**src/rtl/mbist_march_ctrl_if.sv**
```systemverilog
// ----------------------------------------------------------------------------
// mbist_march_ctrl_if
// Memory-side bus between the March C- BIST controller and a synchronous
// single-port memory.
//   mem_en     controller -> memory  memory enable
//   mem_we     controller -> memory  1 = write, 0 = read
//   mem_addr   controller -> memory  word address
//   mem_wdata  controller -> memory  write data
//   mem_rdata  memory -> controller  registered read data (1 cycle after read)
// Modports: master = BIST controller, slave = memory.
// ----------------------------------------------------------------------------
interface mbist_march_ctrl_if #(
    parameter int ADDR_WIDTH = 5,
    parameter int DATA_WIDTH = 8
);
    logic                  mem_en;
    logic                  mem_we;
    logic [ADDR_WIDTH-1:0] mem_addr;
    logic [DATA_WIDTH-1:0] mem_wdata;
    logic [DATA_WIDTH-1:0] mem_rdata;

    modport master (
        output mem_en,
        output mem_we,
        output mem_addr,
        output mem_wdata,
        input  mem_rdata
    );

    modport slave (
        input  mem_en,
        input  mem_we,
        input  mem_addr,
        input  mem_wdata,
        output mem_rdata
    );
endinterface

```
**src/rtl/mbist_march_ctrl.sv**
```systemverilog
// ----------------------------------------------------------------------------
// mbist_march_ctrl
// Built-in self-test controller running March C- over words 0..MEM_SIZE-1 of
// a synchronous single-port memory. Reports pass/fail and streams every
// miscompare address to the repair logic.
// Ports:
//   clk, rst_n        clock, synchronous active-low reset
//   start             begin a test (accepted only in IDLE or DONE)
//   mem               memory bus (master side of mbist_march_ctrl_if)
//   bist_busy         high from start accept until DONE
//   bist_done         high in DONE until next start/reset
//   bist_pass         valid with bist_done, 1 = no miscompares
//   fail_valid        one-cycle pulse per miscompare
//   fail_addr         miscompare address, valid with fail_valid
//   fail_count        saturating miscompare count for this run
//   first_fail_addr   address of the first miscompare, 0 if none
// ----------------------------------------------------------------------------
module mbist_march_ctrl #(
    parameter int ADDR_WIDTH = 5,
    parameter int DATA_WIDTH = 8,
    parameter int MEM_SIZE   = 32,
    parameter int CNT_WIDTH  = 8
) (
    input  logic                  clk,
    input  logic                  rst_n,
    input  logic                  start,
    mbist_march_ctrl_if.master    mem,
    output logic                  bist_busy,
    output logic                  bist_done,
    output logic                  bist_pass,
    output logic                  fail_valid,
    output logic [ADDR_WIDTH-1:0] fail_addr,
    output logic [CNT_WIDTH-1:0]  fail_count,
    output logic [ADDR_WIDTH-1:0] first_fail_addr
);

    typedef enum logic [3:0] {
        S_IDLE, S_M0, S_M1, S_M2, S_M3, S_M4, S_M5, S_DRAIN, S_DONE
    } state_t;

    localparam logic [ADDR_WIDTH-1:0] ADDR_LAST = ADDR_WIDTH'(MEM_SIZE - 1);

    // state_reg/addr_reg/phase_reg always describe the op currently on the bus.
    state_t                state_reg, state_next;
    logic [ADDR_WIDTH-1:0] addr_reg, addr_next;
    logic                  phase_reg, phase_next;
    logic                  run_end;

    logic                  mem_en_reg, mem_we_reg;
    logic [ADDR_WIDTH-1:0] mem_addr_reg;
    logic [DATA_WIDTH-1:0] mem_wdata_reg;

    // Compare pipeline: a read seen on the bus is checked one edge later,
    // when the memory's registered data is available.
    logic                  chk_reg, chk_exp_reg;
    logic [ADDR_WIDTH-1:0] chk_addr_reg;
    logic                  drain_reg;
    logic                  miscompare;

    assign mem.mem_en    = mem_en_reg;
    assign mem.mem_we    = mem_we_reg;
    assign mem.mem_addr  = mem_addr_reg;
    assign mem.mem_wdata = mem_wdata_reg;

    function automatic logic elem_down(input state_t s);
        return (s == S_M3) || (s == S_M4);
    endfunction

    function automatic logic elem_pair(input state_t s);
        return (s == S_M1) || (s == S_M2) || (s == S_M3) || (s == S_M4);
    endfunction

    // Background written by the write op of an element (w1 in M1/M3).
    function automatic logic write_bit(input state_t s);
        return (s == S_M1) || (s == S_M3);
    endfunction

    // Background expected by the read op of an element (r1 in M2/M4).
    function automatic logic read_bit(input state_t s);
        return (s == S_M2) || (s == S_M4);
    endfunction

    // M0 is write-only; in paired elements phase 1 is the write.
    function automatic logic op_is_write(input state_t s, input logic ph);
        return (s == S_M0) || ph;
    endfunction

    // Position of the op following the one currently driven.
    always_comb begin
        state_next = state_reg;
        addr_next  = addr_reg;
        phase_next = 1'b0;
        run_end    = 1'b0;
        if (elem_pair(state_reg) && !phase_reg) begin
            phase_next = 1'b1;
        end else if (addr_reg != (elem_down(state_reg) ? '0 : ADDR_LAST)) begin
            addr_next = elem_down(state_reg) ? addr_reg - ADDR_WIDTH'(1)
                                             : addr_reg + ADDR_WIDTH'(1);
        end else begin
            // Address counter wraps only here, between elements.
            case (state_reg)
                S_M0:    begin state_next = S_M1; addr_next = '0;        end
                S_M1:    begin state_next = S_M2; addr_next = '0;        end
                S_M2:    begin state_next = S_M3; addr_next = ADDR_LAST; end
                S_M3:    begin state_next = S_M4; addr_next = ADDR_LAST; end
                S_M4:    begin state_next = S_M5; addr_next = '0;        end
                default: run_end = 1'b1;
            endcase
        end
    end

    assign miscompare = chk_reg && (mem.mem_rdata != {DATA_WIDTH{chk_exp_reg}});

    always_ff @(posedge clk) begin
        if (!rst_n) begin
            state_reg       <= S_IDLE;
            addr_reg        <= '0;
            phase_reg       <= 1'b0;
            mem_en_reg      <= 1'b0;
            mem_we_reg      <= 1'b0;
            mem_addr_reg    <= '0;
            mem_wdata_reg   <= '0;
            chk_reg         <= 1'b0;
            chk_exp_reg     <= 1'b0;
            chk_addr_reg    <= '0;
            drain_reg       <= 1'b0;
            bist_busy       <= 1'b0;
            bist_done       <= 1'b0;
            bist_pass       <= 1'b0;
            fail_valid      <= 1'b0;
            fail_addr       <= '0;
            fail_count      <= '0;
            first_fail_addr <= '0;
        end else begin
            fail_valid   <= 1'b0;
            chk_reg      <= mem_en_reg & ~mem_we_reg;
            chk_exp_reg  <= read_bit(state_reg);
            chk_addr_reg <= mem_addr_reg;

            if (miscompare) begin
                fail_valid <= 1'b1;
                fail_addr  <= chk_addr_reg;
                if (fail_count != '1) begin
                    fail_count <= fail_count + CNT_WIDTH'(1);
                end
                if (fail_count == '0) begin
                    first_fail_addr <= chk_addr_reg;
                end
            end

            case (state_reg)
                S_IDLE, S_DONE: begin
                    if (start) begin
                        // First op (M0 w0 @ 0) goes out on the accept edge.
                        state_reg       <= S_M0;
                        addr_reg        <= '0;
                        phase_reg       <= 1'b0;
                        mem_en_reg      <= 1'b1;
                        mem_we_reg      <= 1'b1;
                        mem_addr_reg    <= '0;
                        mem_wdata_reg   <= '0;
                        bist_busy       <= 1'b1;
                        bist_done       <= 1'b0;
                        bist_pass       <= 1'b0;
                        fail_count      <= '0;
                        first_fail_addr <= '0;
                    end
                end
                S_DRAIN: begin
                    // Two cycles: the final M5 read is checked in the first,
                    // so pass below already reflects it.
                    drain_reg <= 1'b1;
                    if (drain_reg) begin
                        state_reg <= S_DONE;
                        bist_busy <= 1'b0;
                        bist_done <= 1'b1;
                        bist_pass <= (fail_count == '0);
                    end
                end
                default: begin
                    if (run_end) begin
                        state_reg  <= S_DRAIN;
                        mem_en_reg <= 1'b0;
                        mem_we_reg <= 1'b0;
                        drain_reg  <= 1'b0;
                    end else begin
                        state_reg    <= state_next;
                        addr_reg     <= addr_next;
                        phase_reg    <= phase_next;
                        mem_en_reg   <= 1'b1;
                        mem_we_reg   <= op_is_write(state_next, phase_next);
                        mem_addr_reg <= addr_next;
                        // Reads keep the last written background on wdata.
                        if (op_is_write(state_next, phase_next)) begin
                            mem_wdata_reg <= {DATA_WIDTH{write_bit(state_next)}};
                        end
                    end
                end
            endcase
        end
    end

endmodule

```
**src/flat_wrapper.sv**
```systemverilog
// flat-port wrapper written by rule: the top's interface ports become plain ports
module mbist_march_ctrl_flat 
#(
    parameter int ADDR_WIDTH = 5,
    parameter int DATA_WIDTH = 8,
    parameter int MEM_SIZE   = 32,
    parameter int CNT_WIDTH  = 8
)
  (clk, rst_n, start, bist_busy, bist_done, bist_pass, fail_valid, fail_addr, fail_count, first_fail_addr, mem_mem_en, mem_mem_we, mem_mem_addr, mem_mem_wdata, mem_mem_rdata);
  mbist_march_ctrl_if #(.ADDR_WIDTH(ADDR_WIDTH), .DATA_WIDTH(DATA_WIDTH)) mem_i ();
  input  logic clk;
  input  logic rst_n;
  input  logic start;
  output logic bist_busy;
  output logic bist_done;
  output logic bist_pass;
  output logic fail_valid;
  output logic [ADDR_WIDTH-1:0] fail_addr;
  output logic [CNT_WIDTH-1:0] fail_count;
  output logic [ADDR_WIDTH-1:0] first_fail_addr;
  output wire logic [$bits(mem_i.mem_en)-1:0] mem_mem_en;
  output wire logic [$bits(mem_i.mem_we)-1:0] mem_mem_we;
  output wire logic [$bits(mem_i.mem_addr)-1:0] mem_mem_addr;
  output wire logic [$bits(mem_i.mem_wdata)-1:0] mem_mem_wdata;
  input wire logic [$bits(mem_i.mem_rdata)-1:0] mem_mem_rdata;
  assign mem_mem_en = mem_i.mem_en;
  assign mem_mem_we = mem_i.mem_we;
  assign mem_mem_addr = mem_i.mem_addr;
  assign mem_mem_wdata = mem_i.mem_wdata;
  assign mem_i.mem_rdata = mem_mem_rdata;
  mbist_march_ctrl #(.ADDR_WIDTH(ADDR_WIDTH), .DATA_WIDTH(DATA_WIDTH), .MEM_SIZE(MEM_SIZE), .CNT_WIDTH(CNT_WIDTH)) u_core (.clk(clk), .rst_n(rst_n), .start(start), .mem(mem_i), .bist_busy(bist_busy), .bist_done(bist_done), .bist_pass(bist_pass), .fail_valid(fail_valid), .fail_addr(fail_addr), .fail_count(fail_count), .first_fail_addr(first_fail_addr));
endmodule
```
**config.mk**
```make
export PLATFORM = sky130hd
export DESIGN_NAME = mbist_march_ctrl_flat
export DESIGN_NICKNAME = d
export VERILOG_FILES = /design/src/rtl/mbist_march_ctrl_if.sv /design/src/rtl/mbist_march_ctrl.sv /design/src/flat_wrapper.sv
export SDC_FILE = /design/constraint.sdc
export NUM_CORES = 1
export LEC_CHECK = 0
export CAP_MARGIN = 20
export CORE_ASPECT_RATIO = 0.9
export CORE_UTILIZATION = 54
export CTS_CLUSTER_SIZE = 40
export DETAILED_ROUTE_END_ITERATION = 6
export PLACE_DENSITY = 0.85
export SLEW_MARGIN = 20
export SYNTH_ARGS = -nofsm -noshare
export SYNTH_HDL_FRONTEND = slang
export SYNTH_SLANG_ARGS = --single-unit
```
**constraint.sdc**
```tcl
create_clock -name clk -period 3.34 [get_ports clk]
set_input_delay 0.835 -clock clk [delete_from_list [all_inputs] [get_ports clk]]
set_output_delay 0.835 -clock clk [all_outputs]
set_load 0.01 [all_outputs]
```
==> flow_metrics.env, run 1 <==
export IMPL_io_pins=48
export IMPL_viasPerCell=5.79
export IMPL_p_sw_mw=0.223
export IMPL_syn_area_um2=2180
export IMPL_slew_headroom_pct=40.9
export IMPL_wirelength_um=5020
export IMPL_grt_pass1_vias=1829
export IMPL_ys_types=52
export IMPL_p_comb_share_pct=8.1
export IMPL_busiest_layer="met2"
export IMPL_hold_path_class="flop to flop"
export IMPL_hold_buffers=0
export IMPL_finalPower_mw=0.999
export IMPL_synth_flop_cell="dfxtp_1"
export IMPL_max_stage_delay_ps=620
export IMPL_syn_inst=260
export IMPL_end_kind="flop"
export IMPL_vias=1997
export IMPL_final_cell_mix="clkdlybuf4s50_1, dfxtp_1, nand2_1, o21ai_0, nor2_1"
export IMPL_grt_use_met2_pct=40.2
export IMPL_root_buffer="clkbuf_8"
export IMPL_io_buffers=47
export IMPL_cts_tree="built"
export IMPL_crit_buf_inv=0
export IMPL_clkTransAtPathRegs_ps=80
export IMPL_setup_viol=0
export IMPL_ant_nets=0
export IMPL_yosys_warnings=0
export IMPL_die_x_um=69.0
export IMPL_crit_chain="nor3b_4 > ha_1 > nand3_1 > nor3_1 > a211oi_2 > o211ai_1 > o21ai_0"
export IMPL_critical_path_top_delay_family="simple AND/OR/NAND/NOR gates"
export IMPL_peakVddDrop_mv=0.274
export IMPL_cts_resized=0
export IMPL_worstPathMaxFanout=15
export IMPL_final_max_slew_viol_count=0
export IMPL_grt_util_all_layers_pct=24.0
export IMPL_startpoint_type="flop"
export IMPL_grt_first_pass_wirelength_um=8380
export IMPL_synthArstFlopShare_pct=0
export IMPL_coreArea_um2=3780
export IMPL_start_util_pct=57.7
export IMPL_fmax_mhz=350
export IMPL_worst_clock_skew_ps=8.95
export IMPL_routabilityCongestion=0.887
export IMPL_power_density_nw_per_um2=365
export IMPL_synth_nets=277
export IMPL_post_route_period_util_pct=85.6
export IMPL_yosysSeqAreaShare_pct=39.4
export IMPL_post_route_util_pct=72.3
export IMPL_cts_max_level=2
export IMPL_worstMarginPinSlew_ps=885
export IMPL_regMostFlops="u_core.fail_count"
export IMPL_cts_max_path_buffers=2
export IMPL_cp_required_ps=3550
export IMPL_synth_edf_count=0
export IMPL_cts_setup_buffers=0
export IMPL_p_leak_nw=1.01
export IMPL_drt_iter0_drc=140
export IMPL_clock_power_share_pct=39.1
export IMPL_die_y_um=62.3
export IMPL_met3_usage_pct=4.55
export IMPL_largest_register_ffs=8
export IMPL_fill_cells=328
export IMPL_first_pass_iters=4
export IMPL_setup_tns_ps=0
export IMPL_die_area_um2=4300
export IMPL_grt_overflow=0
export IMPL_fin_nets=316
export IMPL_cp_arrival_ps=3070
export IMPL_p_sw_share_pct=22.3
export IMPL_antennaDiodeCount=0
export IMPL_cap_violations=0
export IMPL_regArea_um2=861
export IMPL_synthToLayoutAreaGrowth_pct=25.4
export IMPL_grtUsageMet1_pct=30.3
export IMPL_slowest_stage="dfxtp_1"
export IMPL_min_period_ps=2860
export IMPL_hold_viol_final=0
export IMPL_cts_buffers=5
export IMPL_grt_setup_unrepaired="false"
export IMPL_grt_max_degree=19
export IMPL_pwr_share_seq_pct=52.8
export IMPL_wl_per_cell_um=14.6
export IMPL_drive_above_1_share_pct=6.02
export IMPL_rows=21
export IMPL_layout_commonest_cell="clkdlybuf4s50_1"
export IMPL_p_int_mw=0.777
export IMPL_antenna_found_initial=0
export IMPL_synth_area_per_cell_um2=8.39
export IMPL_multi_input_area_um2=1180
export IMPL_worstSetupPathType="flop to flop"
export IMPL_drc_errors=0
export IMPL_worstSkewPairLatency_ps=300
export IMPL_clkSinkCount=43
export IMPL_status="finished clean"
export IMPL_hpwl_um=3570
export IMPL_ys_ff_latch=43
synth_stat cells (all sizes together) (2+ instances only):
library cell | n | area [µm²]
ha | 5 | 62.6
buf | 9 | 68.8
nor4b | 3 | 26.3
inv | 10 | 37.5
a21boi | 7 | 52.6
and3 | 3 | 18.8
o31ai | 2 | 15.0
xnor2 | 7 | 61.3
nor3 | 8 | 45.0
or2 | 2 | 12.5
clkbuf | 10 | 37.5
nand4 | 2 | 12.5
nor3b | 3 | 33.8
a21oi | 13 | 65.1
mux2i | 4 | 40.0
nand2 | 37 | 139
o311a | 2 | 20.0
nor2 | 18 | 70.1
nor4 | 3 | 18.8
o211ai | 5 | 37.5
nor2b | 5 | 31.3
or4 | 2 | 18.8
o41ai | 2 | 36.3
o21ai | 20 | 100
and2 | 4 | 25.0
a21o | 2 | 15.0
dfxtp | 43 | 861
nand3 | 13 | 65.1
xor2 | 2 | 17.5
worst min-delay path, stage by stage (launching register included):
cell and delay [ps]:
dfxtp_1 330, nand2_1 50, nor2_1 30
power groups by stage:
| stage | logic [mW] | clock network (mW) | registers [mW] |
|---|---|---|---|
| finish | 0.0809 | 0.390 | 0.528 |
| CTS | 0.0808 | 0.395 | 0.528 |
| detailed placement | 0.0802 | 0 | 0.540 |
| floorplan | 0.0441 | 0 | 0.539 |
| global route | 0.0885 | 0.422 | 0.530 |
| global placement | 0.0771 | 0 | 0.540 |
cell families after synthesis:
kind of cell               count (synthesis)  share of synthesized area, %
and+or+nand+nor                          108                          25.5
buffers and inverters                     29                          6.59
muxes                                      5                          2.52
DFF                                       43                          39.4
AOI/OAI and AO/OA                         60                          18.5
adders and majority gates                  6                          3.78
xor gates and xnor gates                   9                          3.61
per-stage QoR:
| stage | setup slack, ps | area [µm²] | hold WS (ps) | instances |
|---|---|---|---|---|
| finish | 482 | 2740 | 448 | 345 |
| global route | 252 | 2740 | 478 | 345 |
| CTS | 513 | 2740 | 452 | 345 |
| detailed placement | 261 | 2630 | 441 | 338 |
| global placement | 375 | 2630 | 437 | 338 |
| floorplan | 1060 | 2180 | 441 | 260 |
final timing paths:
kind | from | cells past startpoint | slack [ps] | endpoint
worst max-delay path | u_core.state_reg[2]$_SDFFE_PN0P_ | 7 | 480 | u_core.addr_reg[4]$_SDFFE_PN0P_
worst max register to register | u_core.state_reg[2]$_SDFFE_PN0P_ | 7 | 480 | u_core.addr_reg[4]$_SDFFE_PN0P_
worst min register to register | u_core.mem.mem_en$_SDFFE_PN0P_ | 2 | 450 | u_core.chk_reg$_SDFF_PN0_
worst min-delay path | u_core.mem.mem_en$_SDFFE_PN0P_ | 2 | 450 | u_core.chk_reg$_SDFF_PN0_
layout make-up:
| cell class | count | area share, % |
|---|---|---|
| Tap cell | 46 | 2.10 |
| Sequential cell | 43 | 31.5 |
| Clock buffer | 6 | 2.65 |
| Clock inverter | 1 | 1.10 |
| Multi-Input combinational cell | 188 | 43.0 |
| Inverter | 10 | 1.37 |
| Timing Repair Buffer | 51 | 18.3 |
metal layers:
layer	wire, µm	share of wire [%]
met1	2250	45
met2	2370	47
met3	326	6.5
met4	73	1.5
met5	0	0
Note: power is estimated with default switching activity, not from simulation.
==> run 2, diff against run 1 <==
==> constraint.sdc (replaced) <==
create_clock -name clk -period 3.3 [get_ports clk]
set_input_delay 0.825 -clock clk [delete_from_list [all_inputs] [get_ports clk]]
set_output_delay 0.825 -clock clk [all_outputs]
set_load 0.01 [all_outputs]
==> run 2 against run 1 <==
Design area is 0.96% higher. Via count is 0.65% higher. Sequential share of layout area is 0.30 points lower. Fmax is 2.3% higher. Routed wire length is 2.7% lower. Worst setup slack better by 25 ps. Clock-buffer cell count stayed put.
==> flow_metrics.env, run 2 (synthesized netlist as in run 1, its figures left out) <==
export IMPL_max_stage_delay_ps=630
export IMPL_cp_required_ps=3530
export IMPL_worstPathMaxFanout=15
export IMPL_drc_errors=0
export IMPL_grtUsageMet1_pct=31.2
export IMPL_hpwl_um=3440
export IMPL_hold_viol_final=0
export IMPL_grt_util_all_layers_pct=23.2
export IMPL_pre_cts_slack_ps=263
export IMPL_io_buffers=47
export IMPL_routabilityCongestion=0.867
export IMPL_start_util_pct=57.7
export IMPL_vias=2010
export IMPL_io_pins=48
export IMPL_worstSkewPairLatency_ps=300
export IMPL_regMostFlops="u_core.fail_count"
export IMPL_post_route_util_pct=73.0
export IMPL_grt_setup_unrepaired="false"
export IMPL_cts_resized=0
export IMPL_die_x_um=69.0
export IMPL_peakVddDrop_mv=0.283
export IMPL_drt_iter0_drc=166
export IMPL_placed_cell_area_um2=2640
export IMPL_root_buffer="clkbuf_8"
export IMPL_cts_max_level=2
export IMPL_final_cell_mix="clkdlybuf4s50_1, dfxtp_1, nand2_1, o21ai_0, nor2_1"
export IMPL_p_leak_nw=1.02
export IMPL_clkTransAtPathRegs_ps=90
export IMPL_clkSinkCount=43
export IMPL_slowest_stage="dfxtp_1"
export IMPL_wl_per_cell_um=14.1
export IMPL_finalPower_mw=1.06
export IMPL_drive_above_1_share_pct=6.98
export IMPL_wirelength_um=4880
export IMPL_slew_headroom_pct=37.9
export IMPL_fin_nets=317
export IMPL_largest_register_ffs=8
export IMPL_postLayoutCellArea_um2=2760
export IMPL_post_route_period_util_pct=84.6
export IMPL_worst_clock_skew_ps=9.98
export IMPL_met3_usage_pct=6.33
export IMPL_antenna_found_initial=0
export IMPL_fin_ws_ps=507
export IMPL_worstMarginPinSlew_ps=929
export IMPL_synthToLayoutAreaGrowth_pct=26.6
export IMPL_worstSetupPathType="flop to flop"
export IMPL_fmax_mhz=358
export IMPL_cts_buffers=5
export IMPL_cp_arrival_ps=3020
export IMPL_die_y_um=62.3
export IMPL_end_kind="flop"
export IMPL_rows=21
export IMPL_startpoint_type="flop"
export IMPL_grt_overflow=0
export IMPL_cts_setup_buffers=0
export IMPL_setup_viol=0
export IMPL_final_max_slew_viol_count=0
export IMPL_status="finished clean"
export IMPL_hold_path_class="flop to flop"
export IMPL_hold_buffers=0
export IMPL_whs_path_depth=1
export IMPL_grt_first_pass_wirelength_um=8170
export IMPL_power_density_nw_per_um2=382
export IMPL_cts_tree="built"
export IMPL_crit_chain="nor3b_4 > ha_1 > nand3_1 > nor3_1 > a211oi_2 > o211ai_1 > o21ai_0"
export IMPL_grt_max_degree=16
export IMPL_cts_max_path_buffers=2
export IMPL_cap_violations=0
export IMPL_ant_nets=0
export IMPL_grt_pass1_vias=1805
export IMPL_reg2reg_depth=7
export IMPL_layout_commonest_cell="clkdlybuf4s50_1"
export IMPL_die_area_um2=4300
export IMPL_grt_use_met2_pct=35.2
export IMPL_antennaDiodeCount=0
export IMPL_min_period_ps=2790
export IMPL_viasPerCell=5.79
export IMPL_busiest_layer="met2"
export IMPL_setup_tns_ps=0
export IMPL_coreArea_um2=3780
export IMPL_first_pass_iters=4
==> run 2: worst paths after layout <==
check | start | end | slack [ps]
setup / recovery | u_core.state_reg[2]$_SDFFE_PN0P_ | u_core.addr_reg[0]$_SDFFE_PN0P_ | 510
hold reg to reg | u_core.mem.mem_we$_SDFFE_PN0P_ | u_core.chk_reg$_SDFF_PN0_ | 450
setup reg to reg | u_core.state_reg[2]$_SDFFE_PN0P_ | u_core.addr_reg[0]$_SDFFE_PN0P_ | 510
hold / removal | u_core.mem.mem_we$_SDFFE_PN0P_ | u_core.chk_reg$_SDFF_PN0_ | 450
==> run 2: through the flow <==
| step | instances | hold slack [ps] |
|---|---|---|
| finish | 347 | 453 |
| global placement | 339 | 436 |
| CTS | 347 | 452 |
| floorplan | 260 | 441 |
| global route | 347 | 466 |
| detailed placement | 339 | 438 |
==> run 2: power breakdown <==
group          internal, mW  switching [mW]  total (mW)  leakage [nW]
Clock                 0.249           0.189       0.438        0.0618
Sequential            0.526         0.00884       0.534         0.348
Combinational        0.0395          0.0429      0.0824         0.611
Total                 0.814           0.241        1.06          1.02
==> run 2: worst max-delay path: cells and delay by family, from the launching register on <==
family          cells  cell delay [ps]
flops               1              630
compound gates      3              840
fa+ha+maj           1              360
simple gates        3              890
==> run 2: final cells by class <==
class	instances	area [µm²]
fill	313	1020
inverter	10	37.5
multi-input combinational	188	1180
tap	46	57.6
clock inverter	2	38.8
timing repair buffer	52	508
sequential	43	861
clock buffer	6	82.6
==> run 2: metal layers <==
metal / up-vias / share of wire, %
li1: 990 / -
met4: 0 / 1.6
met3: 8 / 6.4
met2: 63 / 46
met5: - / 0
met1: 949 / 46
==> run 3, diff against run 2 <==
--- a/config.mk
+++ b/config.mk
@@ -7,10 +7,10 @@
 export LEC_CHECK = 0
 export CAP_MARGIN = 20
 export CORE_ASPECT_RATIO = 0.9
-export CORE_UTILIZATION = 54
+export CORE_UTILIZATION = 50
 export CTS_CLUSTER_SIZE = 40
 export DETAILED_ROUTE_END_ITERATION = 6
-export PLACE_DENSITY = 0.85
+export PLACE_DENSITY = 0.79
 export SLEW_MARGIN = 20
 export SYNTH_ARGS = -nofsm -noshare
 export SYNTH_HDL_FRONTEND = slang
==> constraint.sdc (replaced) <==
create_clock -name clk -period 2.9 [get_ports clk]
set_input_delay 0.725 -clock clk [delete_from_list [all_inputs] [get_ports clk]]
set_output_delay 0.725 -clock clk [all_outputs]
set_load 0.01 [all_outputs]
==> run 3 against run 2 <==
Core utilization decreased by 5.6 points. Design area increased by 0.82%. Clock-buffer cell count decreased by 1. Worst setup slack got worse by 86 ps. Combinational power increased by 17%. Clock skew decreased by 7.0 ps. Global-route usage decreased by 0.83 points. Sequential cell count unchanged. Worst hold slack improved by 3.3 ps. Die area increased by 7.8%.
==> flow_metrics.env, run 3 (synthesized netlist as in run 1, its figures left out) <==
export IMPL_viasPerCell=5.60
export IMPL_cts_setup_buffers=0
export IMPL_start_util_pct=52.8
export IMPL_final_cells=356
export IMPL_peakVddDrop_mv=0.235
export IMPL_io_pins=48
export IMPL_final_max_slew_viol_count=0
export IMPL_cap_violations=0
export IMPL_clkSinkCount=43
export IMPL_fin_ws_ps=421
export IMPL_worstPathMaxFanout=10
export IMPL_hold_viol_final=0
export IMPL_drc_errors=0
export IMPL_hold_path_class="flop to flop"
export IMPL_ant_nets=0
export IMPL_cts_tree="built"
export IMPL_dpl_cell_count=348
export IMPL_slew_headroom_pct=33.7
export IMPL_end_kind="flop"
export IMPL_die_y_um=64.7
export IMPL_fmax_mhz=403
export IMPL_setup_viol=0
export IMPL_coreArea_um2=4130
export IMPL_slowest_stage="or4_4"
export IMPL_root_buffer="clkbuf_8"
export IMPL_wirelength_um=4950
export IMPL_cp_required_ps=3050
export IMPL_routabilityCongestion=0.805
export IMPL_placed_cell_area_um2=2700
export IMPL_postLayoutCellArea_um2=2790
export IMPL_worstSkewPairLatency_ps=300
export IMPL_p_leak_nw=1.03
export IMPL_synthToLayoutAreaGrowth_pct=27.6
export IMPL_grt_overflow=0
export IMPL_first_pass_iters=4
export IMPL_largest_register_ffs=8
export IMPL_clkTransAtPathRegs_ps=80
export IMPL_drt_iter0_drc=164
export IMPL_antennaDiodeCount=0
export IMPL_max_stage_delay_ps=550
export IMPL_regMostFlops="u_core.fail_count"
export IMPL_pre_cts_slack_ps=97.5
export IMPL_cts_resized=0
export IMPL_startpoint_type="input port"
export IMPL_grt_setup_unrepaired="false"
export IMPL_worstMarginPinSlew_ps=993
export IMPL_cts_buffers=5
export IMPL_post_route_period_util_pct=85.5
export IMPL_antenna_found_initial=0
export IMPL_min_period_ps=2480
export IMPL_grt_max_degree=19
export IMPL_grt_pass1_vias=1742
export IMPL_vias=1995
export IMPL_die_area_um2=4630
export IMPL_layout_commonest_cell="clkdlybuf4s50_1"
export IMPL_post_route_util_pct=67.5
export IMPL_status="finished clean"
export IMPL_die_x_um=71.6
export IMPL_worstSetupPathType="input port to flop"
export IMPL_cts_max_path_buffers=2
export IMPL_hpwl_um=3580
export IMPL_final_cell_mix="clkdlybuf4s50_1, dfxtp_1, nand2_1, o21ai_0, nor2_1"
export IMPL_crit_chain="clkdlybuf4s50_1 > or4_4 > o41ai_4 > nor3b_1 > nand3_1 > o21ai_0"
export IMPL_drive_above_1_share_pct=9.09
export IMPL_io_buffers=47
export IMPL_power_density_nw_per_um2=392
export IMPL_wl_per_cell_um=13.9
export IMPL_fin_nets=324
export IMPL_hold_buffers=0
export IMPL_worst_clock_skew_ps=2.99
export IMPL_grt_util_all_layers_pct=22.4
export IMPL_grt_first_pass_wirelength_um=8040
export IMPL_setup_tns_ps=0
export IMPL_cp_arrival_ps=2630
export IMPL_rows=22
export IMPL_cts_max_level=2
run 3: cell count changes in the layout (fill, tap and decap cells not counted):
cell / previous run / this run
inv_6: 1 / 0
clkinv_2: 0 / 1
clkbuf_8: 6 / 5
clkinvlp_4: 0 / 2
buf_4: 5 / 12
bufinv_16: 1 / 0
run 3: power breakdown:
part           switching [mW]  leakage [nW]  total, mW  internal, mW
registers              0.0104         0.348      0.608         0.598
logic                  0.0493         0.646     0.0968        0.0475
clock network           0.219        0.0402      0.387         0.168
total                   0.279          1.03       1.09         0.813
run 3: final cells by class:
cell class	instances	area, µm²
Clock inverter	3	20.0
Clock buffer	5	68.8
Multi-Input combinational cell	188	1180
Inverter	10	37.5
Tap cell	48	60.1
Fill cell	362	1340
Sequential cell	43	861
Timing Repair Buffer	59	561
run 3: critical path, delay by kind of cell:
family / cells / cell delay, ps
AO/OA/AOI/OAI: 2 / 530
buffers and inverters: 1 / 430
AND/OR/NAND/NOR: 3 / 940
run 3: through the flow:
step           hold slack, ps  power (mW)
4_1_cts                   462        1.10
6_report                  457        1.09
2_1_floorplan             441       0.672
3_3_place_gp              437       0.716
5_1_grt                   472        1.13
3_5_place_dp              444       0.719
run 3: metal layers:
metal | up-vias | track usage (%) | part of all wire, %
met5 | - | 0 | 0
met4 | 0 | 10.3 | 1.5
met3 | 7 | 5.44 | 6.7
met2 | 61 | 36.2 | 45
met1 | 924 | 28.1 | 46
li1 | 1003 | - | -
run 3: final timing paths:
check                              startpoint                              endpoint  slack [ps]  cells after the start
max                          mem_mem_rdata[4]  u_core.first_fail_addr[3]$_SDFF_PN0_         420                      6
min            u_core.mem.mem_we$_SDFFE_PN0P_             u_core.chk_reg$_SDFF_PN0_         460                      1
max reg2reg  u_core.state_reg[1]$_SDFFE_PN0P_       u_core.addr_reg[0]$_SDFFE_PN0P_         560                      8
min reg2reg    u_core.mem.mem_we$_SDFFE_PN0P_             u_core.chk_reg$_SDFF_PN0_         460                      1
